File: src/rtl/nau_pkg.sv
// Shared definitions for the next-address unit: op encodings, condition codes,
// flag bit positions and the branch-condition evaluator.
package nau_pkg;

  typedef enum logic [2:0] {
    NAU_SEQ  = 3'd0,
    NAU_BR   = 3'd1,
    NAU_JMP  = 3'd2,
    NAU_CALL = 3'd3,
    NAU_RET  = 3'd4
  } nau_op_e;

  localparam logic [3:0] CC_AL = 4'd0;
  localparam logic [3:0] CC_EQ = 4'd1;
  localparam logic [3:0] CC_NE = 4'd2;
  localparam logic [3:0] CC_CS = 4'd3;
  localparam logic [3:0] CC_CC = 4'd4;
  localparam logic [3:0] CC_MI = 4'd5;
  localparam logic [3:0] CC_PL = 4'd6;
  localparam logic [3:0] CC_VS = 4'd7;
  localparam logic [3:0] CC_VC = 4'd8;
  localparam logic [3:0] CC_LT = 4'd9;
  localparam logic [3:0] CC_GE = 4'd10;
  localparam logic [3:0] CC_GT = 4'd11;
  localparam logic [3:0] CC_LE = 4'd12;
  localparam logic [3:0] CC_HI = 4'd13;
  localparam logic [3:0] CC_LS = 4'd14;
  localparam logic [3:0] CC_NV = 4'd15;

  localparam int FLAG_Z = 3;
  localparam int FLAG_C = 2;
  localparam int FLAG_S = 1;
  localparam int FLAG_V = 0;

  // Signed compares use S^V (true "less than"); unsigned use C and Z.
  function automatic logic nau_eval_cond(input logic [3:0] cc, input logic [3:0] f);
    logic z, c, s, v, lt;
    z  = f[FLAG_Z];
    c  = f[FLAG_C];
    s  = f[FLAG_S];
    v  = f[FLAG_V];
    lt = s ^ v;
    case (cc)
      CC_AL:   return 1'b1;
      CC_EQ:   return z;
      CC_NE:   return !z;
      CC_CS:   return c;
      CC_CC:   return !c;
      CC_MI:   return s;
      CC_PL:   return !s;
      CC_VS:   return v;
      CC_VC:   return !v;
      CC_LT:   return lt;
      CC_GE:   return !lt;
      CC_GT:   return !z && !lt;
      CC_LE:   return z || lt;
      CC_HI:   return c && !z;
      CC_LS:   return !c || z;
      CC_NV:   return 1'b0;
      default: return 1'b0;
    endcase
  endfunction

endpackage

File: src/rtl/return_addr_stack.sv
// Circular return-address stack: a write pointer plus a saturating count, so a
// push into a full stack silently replaces the oldest entry.
module return_addr_stack #(
  parameter int ADDR_W    = 32,
  parameter int RAS_DEPTH = 8
) (
  input  logic              clk,
  input  logic              rst,
  input  logic              push,
  input  logic              pop,
  input  logic [ADDR_W-1:0] din,
  output logic [ADDR_W-1:0] dout,
  output logic              full,
  output logic              empty,
  output logic              ovf,
  output logic              unf
);

  localparam int PTR_W = $clog2(RAS_DEPTH);
  localparam int CNT_W = PTR_W + 1;
  localparam logic [CNT_W-1:0] FULL_CNT = CNT_W'(RAS_DEPTH);

  logic [ADDR_W-1:0] mem_q [RAS_DEPTH];
  logic [PTR_W-1:0]  wr_ptr_q, wr_ptr_d;
  logic [CNT_W-1:0]  count_q, count_d;

  assign full  = (count_q == FULL_CNT);
  assign empty = (count_q == CNT_W'(0));
  assign dout  = mem_q[wr_ptr_q - PTR_W'(1)];

  always_comb begin
    wr_ptr_d = wr_ptr_q;
    count_d  = count_q;
    ovf      = push && full;
    unf      = pop && empty;
    if (push) begin
      wr_ptr_d = wr_ptr_q + PTR_W'(1);
      if (!full) begin
        count_d = count_q + CNT_W'(1);
      end else begin
        count_d = count_q;
      end
    end else if (pop && !empty) begin
      wr_ptr_d = wr_ptr_q - PTR_W'(1);
      count_d  = count_q - CNT_W'(1);
    end else begin
      wr_ptr_d = wr_ptr_q;
    end
  end

  always_ff @(posedge clk or posedge rst) begin
    if (rst) begin
      wr_ptr_q <= '0;
      count_q  <= '0;
    end else begin
      wr_ptr_q <= wr_ptr_d;
      count_q  <= count_d;
    end
  end

  // Entry storage needs no reset; the count alone defines which entries are valid.
  always_ff @(posedge clk) begin
    if (push) begin
      mem_q[wr_ptr_q] <= din;
    end
  end

endmodule

File: src/rtl/next_address_unit.sv
// Program-counter sequencer: flag register, condition evaluation, branch/jump/
// call/return target selection and the return-address stack.
module next_address_unit
  import nau_pkg::*;
#(
  parameter int              ADDR_W    = 32,
  parameter int              OFFSET_W  = 16,
  parameter int              RAS_DEPTH = 8,
  parameter logic [ADDR_W-1:0] RESET_PC = '0
) (
  input  logic                clk,
  input  logic                rst,
  input  logic                stall,
  input  logic                flag_we,
  input  logic                z_in,
  input  logic                c_in,
  input  logic                s_in,
  input  logic                v_in,
  input  logic [2:0]          op,
  input  logic [3:0]          br_cond,
  input  logic [OFFSET_W-1:0] br_offset,
  input  logic [ADDR_W-1:0]   jmp_target,
  output logic [ADDR_W-1:0]   pc,
  output logic                br_taken,
  output logic [3:0]          flags,
  output logic                ras_full,
  output logic                ras_empty,
  output logic                ras_err
);

  logic [ADDR_W-1:0] pc_q, pc_d;
  logic              br_taken_q, br_taken_d;
  logic [3:0]        flags_q, flags_d;
  logic              ras_err_q, ras_err_d;

  logic [3:0]        eff_flags;
  logic [ADDR_W-1:0] pc_inc, off_sext, ras_dout;
  logic              cond_ok, ras_push, ras_pop, ras_ovf, ras_unf;

  return_addr_stack #(
    .ADDR_W    (ADDR_W),
    .RAS_DEPTH (RAS_DEPTH)
  ) u_ras (
    .clk   (clk),
    .rst   (rst),
    .push  (ras_push),
    .pop   (ras_pop),
    .din   (pc_inc),
    .dout  (ras_dout),
    .full  (ras_full),
    .empty (ras_empty),
    .ovf   (ras_ovf),
    .unf   (ras_unf)
  );

  // Incoming flags bypass the register so a compare and branch can share a cycle.
  always_comb begin
    eff_flags = flag_we ? {z_in, c_in, s_in, v_in} : flags_q;
    flags_d   = eff_flags;
    pc_inc    = pc_q + ADDR_W'(1);
    off_sext  = ADDR_W'($signed(br_offset));
    cond_ok   = nau_eval_cond(br_cond, eff_flags);
  end

  always_comb begin
    pc_d       = pc_q;
    br_taken_d = 1'b0;
    ras_push   = 1'b0;
    ras_pop    = 1'b0;
    if (!stall) begin
      case (nau_op_e'(op))
        NAU_BR: begin
          if (cond_ok) begin
            pc_d       = pc_inc + off_sext;
            br_taken_d = 1'b1;
          end else begin
            pc_d = pc_inc;
          end
        end
        NAU_JMP: begin
          pc_d       = jmp_target;
          br_taken_d = 1'b1;
        end
        NAU_CALL: begin
          ras_push   = 1'b1;
          pc_d       = jmp_target;
          br_taken_d = 1'b1;
        end
        NAU_RET: begin
          ras_pop = 1'b1;
          if (ras_empty) begin
            pc_d = pc_inc;
          end else begin
            pc_d       = ras_dout;
            br_taken_d = 1'b1;
          end
        end
        default: pc_d = pc_inc;
      endcase
    end else begin
      pc_d = pc_q;
    end
    ras_err_d = ras_err_q || ras_ovf || ras_unf;
  end

  always_ff @(posedge clk or posedge rst) begin
    if (rst) begin
      pc_q       <= RESET_PC;
      br_taken_q <= 1'b0;
      flags_q    <= 4'd0;
      ras_err_q  <= 1'b0;
    end else begin
      pc_q       <= pc_d;
      br_taken_q <= br_taken_d;
      flags_q    <= flags_d;
      ras_err_q  <= ras_err_d;
    end
  end

  assign pc       = pc_q;
  assign br_taken = br_taken_q;
  assign flags    = flags_q;
  assign ras_err  = ras_err_q;

endmodule

File: config.mk
export PLATFORM = sky130hd
export DESIGN_NAME = next_address_unit
export DESIGN_NICKNAME = d
export VERILOG_FILES = /design/src/rtl/nau_pkg.sv /design/src/rtl/return_addr_stack.sv /design/src/rtl/next_address_unit.sv
export SDC_FILE = /design/constraint.sdc
export NUM_CORES = 1
export LEC_CHECK = 0
export ABC_AREA = 1
export CAP_MARGIN = 15
export CORE_ASPECT_RATIO = 1.5
export CORE_UTILIZATION = 35
export DETAILED_ROUTE_END_ITERATION = 10
export PLACE_DENSITY_LB_ADDON = 0.3
export SLEW_MARGIN = 25
export SYNTH_ARGS = -nofsm -noshare
export SYNTH_HDL_FRONTEND = slang
export SYNTH_SLANG_ARGS = --single-unit
File: constraint.sdc
create_clock -name clk -period 5.15 [get_ports clk]
set_input_delay 0.7725 -clock clk [delete_from_list [all_inputs] [get_ports clk]]
set_output_delay 0.7725 -clock clk [all_outputs]
set_load 0.005 [all_outputs]
==> flow_summary.yaml, run 1 <==
critical_path:
  cp-startpoint: "pc[0]"
  crit_end: "pc[10]"
  cp.arrival_ns: 4.47
  critPathCaptureType: "flip-flop"
  cp_cell_sequence: "ha_1, nand2_1, nor2_1, nand4_2, xnor2_1, ha_1, nand2_1, inv_1, nand2_1, inv_1, nand2_1, nand3_1, xnor2_1, o21bai_1, nor2_1, nor2_1"
  startpoint_type: "flip-flop"
  cp_slowest_stage_delay_ns: 0.94
  crit_slowest_cell: "xnor2_1"
  rrSetupSlack_ns: 1.13
  worstSetupPathType: "reg2reg"
  r2r_cells: 16
  cp_max_fo: 10
  cp.required_ns: 5.60
  reg2reg_from: "pc[0]"
  crit_family: "XOR/XNOR gates"
  path_buf_inv: 2
  r2r-end: "pc[10]"
  crit_top_cell: "nand2_1"
  path_depth: 16
global_routing:
  grt_usage_pct: 24.5
  grt_remaining_overflow: 0
  antenna_found_initial: 1
  grt_pass1_wl_um: 87200
  grt_max_degree: 76
  first_global_vias: 13900
sta:
  hold_viol: 0
  fin_crit_ns: 4.02
  slew_viol_final: 0
  tns_ns: 0
  slew_headroom_pct: 23.3
  fin_ws_ns: 1.13
  worstMarginPinSlew_ns: 1.14
  setup_viol: 0
  max_freq_ghz: 0.249
  fin_worst_skew_ns: 0.0211
  rsz0062_at_grt: "false"
  fin_crit_sh_pct: 78.1
synth:
  synth_top_area_share_pct: 46.5
  ys.flop_type: "edfxtp_1"
  syn_area_um2: 16500
  ys_types: 51
  yosysSeqAreaShare_pct: 53.3
  yosys-top-cells-area: "edfxtp_1, nand2_1, dfrtp_1"
  synth_top_cell_by_area: "edfxtp_1"
  synth.avg_cell_area_um2: 8.78
  synth_edf_count: 256
  synthCells: 1882
  ys.warnings.count: 0
  ys_seq_elements: 301
  syn-num-nets: 1990
  async_flop_share_pct: 15.0
placement:
  dp.cells: 2546
  gp_congestion: 0.992
  pre_cts_ws_ns: 1.21
  numPortBuffers: 102
  dp_hpwl_um: 42600
finish:
  nNetsFinal: 2090
  drive_gt1_share_pct: 7.14
  final_util_pct: 41.2
  instances_no_fill: 2598
  syn2layout_area_growth_pct: 16.2
min_path:
  hold_path.class: "reg2reg"
run_status:
  outcome: "complete, no violations"
floorplan:
  num_rows: 97
  die_w_um: 179
  die-area_um2: 48100
  fp.coreArea_um2: 46600
  ios: 103
  dieHeight_um: 268
  start_util_pct: 35.5
clocking:
  root_buffer: "clkbuf_16"
  clk_latency_ns: 0.56
  htree_levels: 1
  cts_buffers: 28
  cts.repair.resized: 0
  post_cts_buffers: 0
  clk_pin_slew_ns: 0.07
  cts_tree: "done"
  clockBufferDepth: 3
  clkSinkCount: 301
  cts_hold_buf: 0
route:
  antenna_left: 0
  dr.pass1.iters: 5
  wire_per_inst_um: 22.7
  via_count: 14000
  drt-initial-drc-count: 1096
  viasPerCell: 5.37
  wl_um: 58900
  drc: 0
power:
  peakVddDrop_mv: 0.327
  power_leakage_nw: 7.74
  power_mw: 9.77
  p_per_area_nw_per_um2: 509
job:
  drv_cap: 0
[cell families after synthesis]
| family | Yosys count | share of synthesized area [%] |
|---|---|---|
| buffers and inverters | 262 | 6.36 |
| AOI/OAI and AO/OA | 281 | 10.3 |
| xor gates and xnor gates | 38 | 2.06 |
| and+or+nand+nor | 950 | 24.2 |
| DFF | 301 | 53.3 |
| adders and majority gates | 45 | 3.50 |
| muxes | 5 | 0.310 |
[layout make-up]
type                            instances  area (µm²)
Fill cell                            4725       27400
Sequential cell                       301        8820
Inverter                              192         728
Clock buffer                           35         748
Tap cell                              594         743
Antenna cell                            2        5.00
Timing Repair Buffer                  140        1340
Clock inverter                         15        87.6
Multi-Input combinational cell       1319        6730
[placed cells by master (no fill, tap or decap), drive strengths merged, types with 2 or more instances in the layout]
cell and count:
diode 2, o21a 2, dfrtp 45, xor2 17
or2 8, a22oi 3, buf 38, fa 2
clkinvlp 3, nand4 17, nor4 2, inv 192
ha 43, o21bai 19, clkdlybuf4s50 102, edfxtp 256
a21o 3, a21oi 59, mux2i 4, o21ai 133
xnor2 21, nor2 295, clkinv 12, nand3b 9
nor3 16, clkbuf 35, nand3 119, o211ai 9
o221ai 51, nand2 483
[report_power, final]
group	internal (mW)	total, mW	switching (mW)	leakage [nW]
clock network	1.03	1.97	0.938	0.401
registers	2.96	3.16	0.199	2.82
logic	1.43	4.64	3.21	4.51
[metal layers]
layer | global-route usage (%) | share of wire, %
met1 | 26.0 | 36
met2 | 44.9 | 51
met3 | 2.57 | 4.8
met4 | 18.9 | 8.5
met5 | 0 | 0
[synth_stat cells, types with 2 or more instances]
master and instances:
nand2_1 467, nor2_1 282, edfxtp_1 256, inv_1 184, o21ai_0 132, nand3_1 116
a21oi_1 58, o221ai_1 51, clkbuf_1 46, dfrtp_1 45, ha_1 43, xnor2_1 20
o21bai_1 19, xor2_1 17, buf_2 15, nand2_2 15, nand4_1 15, nor3_1 12
nor2_2 11, nand3b_1 9, o211ai_1 9, or2_2 6, buf_4 5, inv_2 5
mux2i_1 4, a21o_1 3, a22oi_1 3, buf_6 3, nand3_2 3, fa_1 2
nand4_2 2, nor2_4 2, nor3_2 2, nor3_4 2, o21a_1 2
[metrics by stage]
stage                     hold slack (ns)  cell area [µm²]
after CTS                           0.549            19200
after detailed placement            0.524            18400
after global routing                0.576            19200
after floorplan                     0.472            16500
final                               0.547            19200
after global placement              0.508            18400
[sequential cells by signal, summed over array words and instances (netlist names)]
register        count
u_ras.mem_q       256
pc                 32
ras_err             1
br_taken            1
flags               4
u_ras.count_q       4
u_ras.wr_ptr_q      3
[worst min-delay path: cells and delay by family (launching register included)]
| family | cells | cell delay (ns) |
|---|---|---|
| simple gates | 1 | 0.06 |
| flops | 1 | 0.39 |
| compound gates | 1 | 0.06 |
[worst min-delay path by stage]
stage / startpoint / end / slack [ns] / depth (start not counted)
after floorplan: ras_err / ras_err / 0.47 / 2
after global placement: ras_err / ras_err / 0.51 / 2
after detailed placement: ras_err / ras_err / 0.52 / 2
after CTS: ras_err / ras_err / 0.55 / 2
after global routing: ras_err / ras_err / 0.58 / 2
final: ras_err / ras_err / 0.55 / 2
Note: power is estimated with default switching activity, not from simulation.
==> run 2: changes to the inputs <==
- clock period: 5.15 -> 3.4 ns (I/O delays scaled with it)
==> run 2 against run 1 <==
  * Flip-flop and latch count did not move
  * Clock power rose by 61%
  * Clock-buffer cell count rose by 1
  * Sequential power rose by 50%
  * Fmax rose by 25%
  * Non-clock buffer count rose by 99
  * Register-to-register slack got worse by 0.95 ns
  * Hold slack got worse by 0.27 ns
  * Routed wire length rose by 1.7%
  * Power rose by 60%
  * Clock skew rose by 0.011 ns
  * Die area did not move
  * Critical endpoint is now pc[27]
  * Highest routed layer unchanged
==> flow_summary.yaml, run 2 (synthesized netlist as in run 1, its figures left out) <==
run_status:
  outcome: "complete, no violations"
critical_path:
  cp_max_fo: 10
  cp.arrival_ns: 3.70
  startpoint_type: "flip-flop"
  rrSetupSlack_ns: 0.18
  reg2reg_from: "pc[6]"
  critPathCaptureType: "flip-flop"
  worstSetupPathType: "reg2reg"
  r2r-end: "pc[27]"
  cp.required_ns: 3.88
  r2r_cells: 21
sta:
  fin_ws_ns: 0.176
  rsz0062_at_grt: "true"
  worstMarginPinSlew_ns: 0.906
  tns_ns: 0
  fin_worst_skew_ns: 0.0318
  fin_crit_sh_pct: 94.8
  fin_crit_ns: 3.22
  slew_headroom_pct: 39.6
  max_freq_ghz: 0.310
  setup_viol: 0
  slew_viol_final: 0
  hold_viol: 0
power:
  peakVddDrop_mv: 0.748
  netSwitchingFraction_pct: 42.8
  switchingPower_mw: 6.68
  p_per_area_nw_per_um2: 762
  power.internal_mw: 8.92
  power_leakage_nw: 8.31
  p_seq_share_pct: 30.3
  power_frac_clock_pct: 20.4
  power_frac_comb_pct: 49.3
global_routing:
  antenna_found_initial: 4
  first_global_vias: 13900
  grt_remaining_overflow: 0
  grt_usage_pct: 24.6
  grt_max_degree: 127
  grt_pass1_wl_um: 86500
placement:
  pre_cts_ws_ns: -0.125
  gp_congestion: 0.995
  dpl_cell_area_um2: 19200
  dp.cells: 2644
  numPortBuffers: 102
  dp_hpwl_um: 43900
finish:
  stdcell_area_um2: 20500
  mostFrequentLayoutCells: "nand2_1, edfxtp_1, nor2_1, inv_1, o21ai_0"
  final_util_pct: 43.9
  top_register: "u_ras.mem_q"
  instances_no_fill: 2698
  layout_commonest_cell: "nand2_1"
  drive_gt1_share_pct: 14.6
  largest_reg_flops: 256
  syn2layout_area_growth_pct: 23.9
  nNetsFinal: 2189
clocking:
  clk_latency_ns: 0.58
  root_buffer: "clkbuf_16"
  cts_hold_buf: 0
  cts_tree: "done"
  clockBufferDepth: 3
  cts_buffers: 28
  clkSinkCount: 301
  clk_pin_slew_ns: 0.07
  htree_levels: 1
route:
  wire_per_inst_um: 22.2
  via_count: 14300
  dr.pass1.iters: 5
  viasPerCell: 5.31
  drt-initial-drc-count: 964
  antenna_left: 0
  wl_um: 59900
  drc: 0
floorplan:
  fp.coreArea_um2: 46600
  dieHeight_um: 268
  num_rows: 97
  die_w_um: 179
  ios: 103
  die-area_um2: 48100
  start_util_pct: 35.5
min_path:
  hold_path.class: "in2async"
job:
  drv_cap: 0
run 2: cell types whose count changed in the layout (fill, tap and decap cells not counted), sizes merged:
cell / delta
inv: +1
clkinv: -4
clkbuf: +1
clkinvlp: -2
buf: +99
diode: +2
bufinv: +3
run 2: metal layers:
metal,vias to the layer above,wire length [µm],global-route usage (%)
met5,-,0,0
met1,6897,21200,25.9
li1,6725,-,-
met4,0,5320,20.1
met2,516,30600,45.2
met3,177,2720,1.99
run 2: layout make-up:
| type | instances | area, µm² |
|---|---|---|
| fill | 4592 | 26100 |
| timing repair buffer | 239 | 2240 |
| multi-input combinational | 1319 | 7020 |
| antenna | 4 | 10.0 |
| clock inverter | 13 | 169 |
| clock buffer | 36 | 731 |
| inverter | 192 | 728 |
| sequential | 301 | 8830 |
| tap | 594 | 743 |
run 2: worst max-delay path by stage:
| stage | from | endpoint | slack, ns | cells after the start |
|---|---|---|---|---|
| CTS | pc[0] | pc[17] | 0.003 | 21 |
| finish | pc[6] | pc[27] | 0.18 | 21 |
| global route | pc[1] | pc[27] | -0.02 | 22 |
| global placement | pc[7] | pc[26] | -0.1 | 19 |
| detailed placement | pc[13] | pc[26] | -0.13 | 19 |
| floorplan | pc[0] | pc[27] | 0.42 | 23 |
run 2: power groups by stage:
stage                     Sequential [mW]  Combinational, mW  Clock (mW)
after floorplan                      4.77               4.25           0
after global placement               4.79               7.35           0
after detailed placement             4.80               7.45           0
after CTS                            4.72               7.51        3.22
after global routing                 4.75               8.35        3.35
final                                4.73               7.69        3.18
run 2: worst max-delay path: stages (launching register included):
cell and delay (ns):
dfrtp_1 0.45, nand2_1 0.11, nor2_2 0.19, nand4_4 0.17, nor2_2 0.18, xor2_2 0.32, buf_4 0.25, ha_1 0.24
nand2_1 0.14, inv_1 0.05, nand2_1 0.06, nand2_1 0.08, a21oi_2 0.16, nor2_1 0.06, nor2_1 0.12, nand2_1 0.06
nand2_1 0.06, nand3_1 0.15, nand2_1 0.11, nand2_1 0.05, nand2_1 0.05, nand2_1 0.04
run 2: what timing repair did:
action                                  in CTS  in global routing
setup buffers                                0                  1
pin swaps                                    0                  3
gates resized for setup                     10                 64
endpoints found under the setup margin       7                 21
run 2: metrics by stage:
stage / power (mW) / hold WS (ns)
floorplan: 9.02 / 0.472
global route: 16.4 / 0.301
CTS: 15.4 / 0.275
finish: 15.6 / 0.275
detailed placement: 12.2 / 0.534
global placement: 12.1 / 0.514
